`config.mk`:
```
export PLATFORM = sky130hd
export DESIGN_NAME = pipe_stall_ctrl
export DESIGN_NICKNAME = d
export VERILOG_FILES = /design/src/rtl/pipe_stall_ctrl.sv
export SDC_FILE = /design/constraint.sdc
export NUM_CORES = 1
export LEC_CHECK = 0
export ABC_AREA = 1
export BUFFER_PORTS_ARGS = -buffer_cell sky130_fd_sc_hd__buf_2
export CAP_MARGIN = 0
export CORE_MARGIN = 3
export CORE_UTILIZATION = 30
export DETAILED_ROUTE_END_ITERATION = 6
export PLACE_DENSITY_LB_ADDON = 0.25
export SYNTH_ARGS = -nofsm -noshare
export SYNTH_HDL_FRONTEND = slang
export SYNTH_SLANG_ARGS = --single-unit
```
`constraint.sdc`:
```
create_clock -name clk -period 1.55 [get_ports clk]
set_input_delay 0.31 -clock clk [delete_from_list [all_inputs] [get_ports clk]]
set_output_delay 0.31 -clock clk [all_outputs]
set_load 0.03 [all_outputs]
```
`src/rtl/pipe_stall_ctrl.sv`:
```
// Pipeline stall/flush controller: arbitrates data-cache freezes, branch
// flushes, multi-cycle data hazards and instruction-cache misses, and raises
// an error on illegal hazard requests or a data-cache watchdog timeout.
module pipe_stall_ctrl #(
  parameter int unsigned DMEM_TIMEOUT = 15,
  parameter int unsigned CNT_W        = 4
) (
  input  logic       clk,
  input  logic       rst,
  input  logic [1:0] haz_count,
  input  logic       dmem_busy,
  input  logic       imem_busy,
  input  logic       br_flush,
  output logic       stall_if,
  output logic       stall_id,
  output logic       stall_ex,
  output logic       stall_mem,
  output logic       bubble_id,
  output logic       bubble_ex,
  output logic       bubble_wb,
  output logic       flush,
  output logic       err
);

  typedef enum logic [1:0] {StIdle, StHaz, StDmem} state_e;

  localparam logic [CNT_W-1:0] WdMax   = {CNT_W{1'b1}};
  localparam logic [CNT_W-1:0] WdLimit = CNT_W'(DMEM_TIMEOUT);

  state_e           state_q, state_d;
  logic [1:0]       rem_q, rem_d;
  logic             flush_pend_q, flush_pend_d;
  logic [CNT_W-1:0] wd_q, wd_d;
  logic             wd_err_q, wd_err_d;

  logic s_if, s_id, s_ex, s_mem, b_id, b_ex, b_wb, fl, haz_err;
  logic in_haz;

  // Next-state and raw output decode, priority dmem > flush > hazard > imem
  always_comb begin
    state_d      = state_q;
    rem_d        = rem_q;
    flush_pend_d = flush_pend_q;
    s_if         = 1'b0;
    s_id         = 1'b0;
    s_ex         = 1'b0;
    s_mem        = 1'b0;
    b_id         = 1'b0;
    b_ex         = 1'b0;
    b_wb         = 1'b0;
    fl           = 1'b0;
    haz_err      = 1'b0;
    // Leaving DMEM resumes any outstanding hazard in the same cycle
    in_haz       = (state_q == StHaz) || (state_q == StDmem && rem_q != 2'd0);

    if (dmem_busy) begin
      s_if    = 1'b1;
      s_id    = 1'b1;
      s_ex    = 1'b1;
      s_mem   = 1'b1;
      b_wb    = 1'b1;
      state_d = StDmem;
      if (br_flush) flush_pend_d = 1'b1;
    end else if (br_flush || flush_pend_q) begin
      fl           = 1'b1;
      rem_d        = 2'd0;
      flush_pend_d = 1'b0;
      state_d      = StIdle;
    end else if (in_haz) begin
      s_if    = 1'b1;
      s_id    = 1'b1;
      b_ex    = 1'b1;
      rem_d   = rem_q - 2'd1;
      state_d = (rem_q == 2'd1 || rem_q == 2'd0) ? StIdle : StHaz;
      if (rem_q == 2'd0) rem_d = 2'd0;
    end else begin
      state_d = StIdle;
      if (haz_count == 2'd1 || haz_count == 2'd2) begin
        s_if    = 1'b1;
        s_id    = 1'b1;
        b_ex    = 1'b1;
        rem_d   = haz_count - 2'd1;
        state_d = (haz_count == 2'd2) ? StHaz : StIdle;
      end else begin
        haz_err = (haz_count == 2'd3);
        if (imem_busy) begin
          s_if = 1'b1;
          b_id = 1'b1;
        end
      end
    end

    // Watchdog counts consecutive dmem_busy cycles and saturates
    if (!dmem_busy)        wd_d = '0;
    else if (wd_q == WdMax) wd_d = wd_q;
    else                   wd_d = wd_q + 1'b1;
    wd_err_d = wd_err_q || (wd_d >= WdLimit);
  end

  // Controller state with asynchronous active-low reset
  always_ff @(posedge clk or negedge rst) begin
    if (!rst) begin
      state_q      <= StIdle;
      rem_q        <= 2'd0;
      flush_pend_q <= 1'b0;
      wd_q         <= '0;
      wd_err_q     <= 1'b0;
    end else begin
      state_q      <= state_d;
      rem_q        <= rem_d;
      flush_pend_q <= flush_pend_d;
      wd_q         <= wd_d;
      wd_err_q     <= wd_err_d;
    end
  end

  // Outputs forced low while reset is held, independent of inputs
  always_comb begin
    stall_if  = rst & s_if;
    stall_id  = rst & s_id;
    stall_ex  = rst & s_ex;
    stall_mem = rst & s_mem;
    bubble_id = rst & b_id;
    bubble_ex = rst & b_ex;
    bubble_wb = rst & b_wb;
    flush     = rst & fl;
    err       = rst & (wd_err_q | haz_err);
  end

endmodule

```
==> metrics.txt <==
most frequent cells in the layout buf_4, nand2_1, inv_1; cell taking the most area after synthesis dfrtp_1; Final period util 110%; Psw 0.000220 W; routed vias 647; total congestion overflow 0; met2 Usage GRT 21.8%; Lkg Pwr 0.531 nW; Bufs and invs on worst path 2; design area 987 um^2; # port buffers 15; largest net degree at the start of global routing 11; Setup TNS -0.735 ns; Routed Antenna Nets 0; Min Clock Period, post-route 1.70 ns; Clock Sinks 10; yosys warns 0; flop2flop setup slack -0.04 ns; worst stage delay on the critical path 0.42 ns; CP delay by family, top simple AND/OR/NAND/NOR gates; critical path peak fanout 3; Final Slew Violations 0; status finished, violations left; final setup skew 0.00326 ns; Syn Inst Count 84; # nets final 131; Initial DRC Count 7; IO Count 16; Final Hold Fails 0; Root Buffer clkbuf_4; Mean Syn Cell Area 7.37 um^2; Die W 51.4 um; FILL cells 183; multi-input logic area 350 um^2; Flop pwr share 38.3%; M1 GR Usage 16.5%; crit path kind reg2out; Layout area overhead 59.4%; post-synth top area share 40.4%; Rows 15; CP Launch Type flop; CP max-delay cell dfrtp_1; H-tree Lvls 1; clock-pin slew of the registers on the worst-case setup and hold paths 0.07 ns; critical path data arrival time 1.39 ns; Hold Path Class in2reg; WL final 1700 um; first-pass GRT wire length 2570 um; final setup violation count 8; Fmax 587 MHz; fraction of layout cells with a size suffix above 1 45.8%; vias in the first global route 609; commonest non-fill, non-tap cell in the layout buf_4; routed length per instance 11.7 um; maximum capacitance violations 0; CP cell instances nor2_4 > nand2_2 > nand2_2 > inv_2 > nand2_2 > nand3_4 > nor2_4 > buf_6; final setup margin -0.152 ns; CP most frequent cell nand2_2; DIE HEIGHT 51.4 um; Clk pwr share 31.3%; violated checks negative setup slack; Pre-Repair DR Iteration Count 3; antenna violations before repair 0; FF/Latch Area 250 um^2; CTS tree done; grt peak-use layer met2; RSZ-0062 raised after global routing yes; Int Pwr 0.000523 W; via/cell ratio 4.46; post-DP HPWL 1050 um; later-pin clock latency in the skew report 0.26 ns; critical path capture point type output port; syn nets 94; worst-margin pin slew 0.468 ns; CTS Buf Count 3; Mapped Area 619 um^2; die area 0.00265 mm^2; Initial Util 33.7%; clk buf depth 2; sequential fraction of the synthesis area 40.4%; Worst EP required 1.24 ns; top post-synthesis cells by area dfrtp_1, nand2_1, nand3_1; core box area 0.00184 mm^2; Slew headroom 68.7%; Placer Congestion 0.888; combinational share of power 30.4%; switching share of power 29.6%; antenna diode count 0; Pwr per Cell Area 753 mW/mm^2; GRT Total Usage 13.1%; register bit total from synthesis 10; met3 usage 5.25%; DRC errors left 0; overall power 0.000744 W; Cell variety after synth 18; Area after DPL 741 um^2; Peak VDD IR 0.504 mV
==> cell families (layout without fill, tap and decap cells) <==
kind of cell / Yosys count / after routing / share of synthesized area [%]
DFF: 10 / 10 / 40.4
AOI/OAI and AO/OA: 6 / 6 / 6.67
adders and majority gates: 3 / 3 / 6.06
and+or+nand+nor: 49 / 49 / 36.0
buffers and inverters: 16 / 52 / 10.9
==> cell type report <==
type                            instances  share of cell area [%]
Clock buffer                            4                    3.68
Sequential cell                        10                    25.3
Tap cell                               25                    3.17
Inverter                               14                    5.32
Multi-Input combinational cell         58                    35.5
Timing Repair Buffer                   34                    27.0
==> worst register-to-register path, stage by stage (launching register included) <==
cell and delay [ns]:
dfrtp_1 0.38, inv_2 0.08, nor2_4 0.04, nand2_2 0.10, buf_4 0.11, nand4_1 0.10, buf_4 0.16, buf_4 0.12
buf_4 0.12, buf_4 0.13, nand2_2 0.05, nand2_1 0.05, o21ai_1 0.07
==> Yosys cell counts <==
cell	instances
nor2_4	1
nand4_1	2
nor2_2	1
dfrtp_1	10
nor3_1	1
a21oi_4	1
inv_1	12
nand2_1	22
nand3_2	1
o21ai_1	3
nor2_1	10
buf_4	2
nand2_2	1
or2_1	1
nand3_1	9
ha_1	3
o21ai_0	2
inv_2	2
==> per-layer routing <==
layer | up-vias | share of wire (%)
met5 | - | 0
met2 | 14 | 51
li1 | 333 | -
met1 | 300 | 44
met4 | 0 | 0
met3 | 0 | 4.4
==> stage by stage <==
stage,setup WS [ns],hold slack (ns),utilization [%],cells
after floorplan,0.0365,0.0144,-,84
after global placement,0.0506,0.258,40.3,126
after detailed placement,0.0274,0.265,40.3,126
after CTS,-0.160,0.243,49.0,141
after global routing,-0.248,0.266,53.7,145
final,-0.152,0.264,53.7,145
==> state kept, by name (all words and copies together), names as in the netlist <==
register	flops
wd_q	4
flush_pend_q	1
state_q	2
rem_q	2
wd_err_q	1
==> power by group through the flow <==
stage          Combinational [W]  Sequential, W  Clock (W)
2_1_floorplan          0.0000950       0.000287          0
3_3_place_gp            0.000140       0.000289          0
3_5_place_dp            0.000141       0.000290          0
4_1_cts                 0.000192       0.000284   0.000240
5_1_grt                 0.000246       0.000285   0.000256
6_report                0.000226       0.000285   0.000232
==> what timing repair did <==
item | CTS | global route
cloned | 0 | 0
gates resized for setup | 14 | 12
endpoints found under the setup margin | 6 | 8
pin swaps | 3 | 6
hold endpoints to repair | 10 | 0
hold buffers | 1 | 0
setup buffers | 10 | 4
==> worst paths after layout <==
kind,start,endpoint,depth (start not counted)
min in group asynchronous,rst,state_q[0]$_DFF_PN0_,3
hold reg to reg,wd_err_q$_DFF_PN0_,wd_err_q$_DFF_PN0_,2
setup reg to reg,state_q[1]$_DFF_PN0_,rem_q[0]$_DFFE_PN0P_,12
hold / removal,dmem_busy,state_q[1]$_DFF_PN0_,1
setup / recovery,state_q[0]$_DFF_PN0_,bubble_ex,8
max in group asynchronous,rst,rem_q[0]$_DFFE_PN0P_,3
No activity file was read; power rests on OpenSTA's default activity.
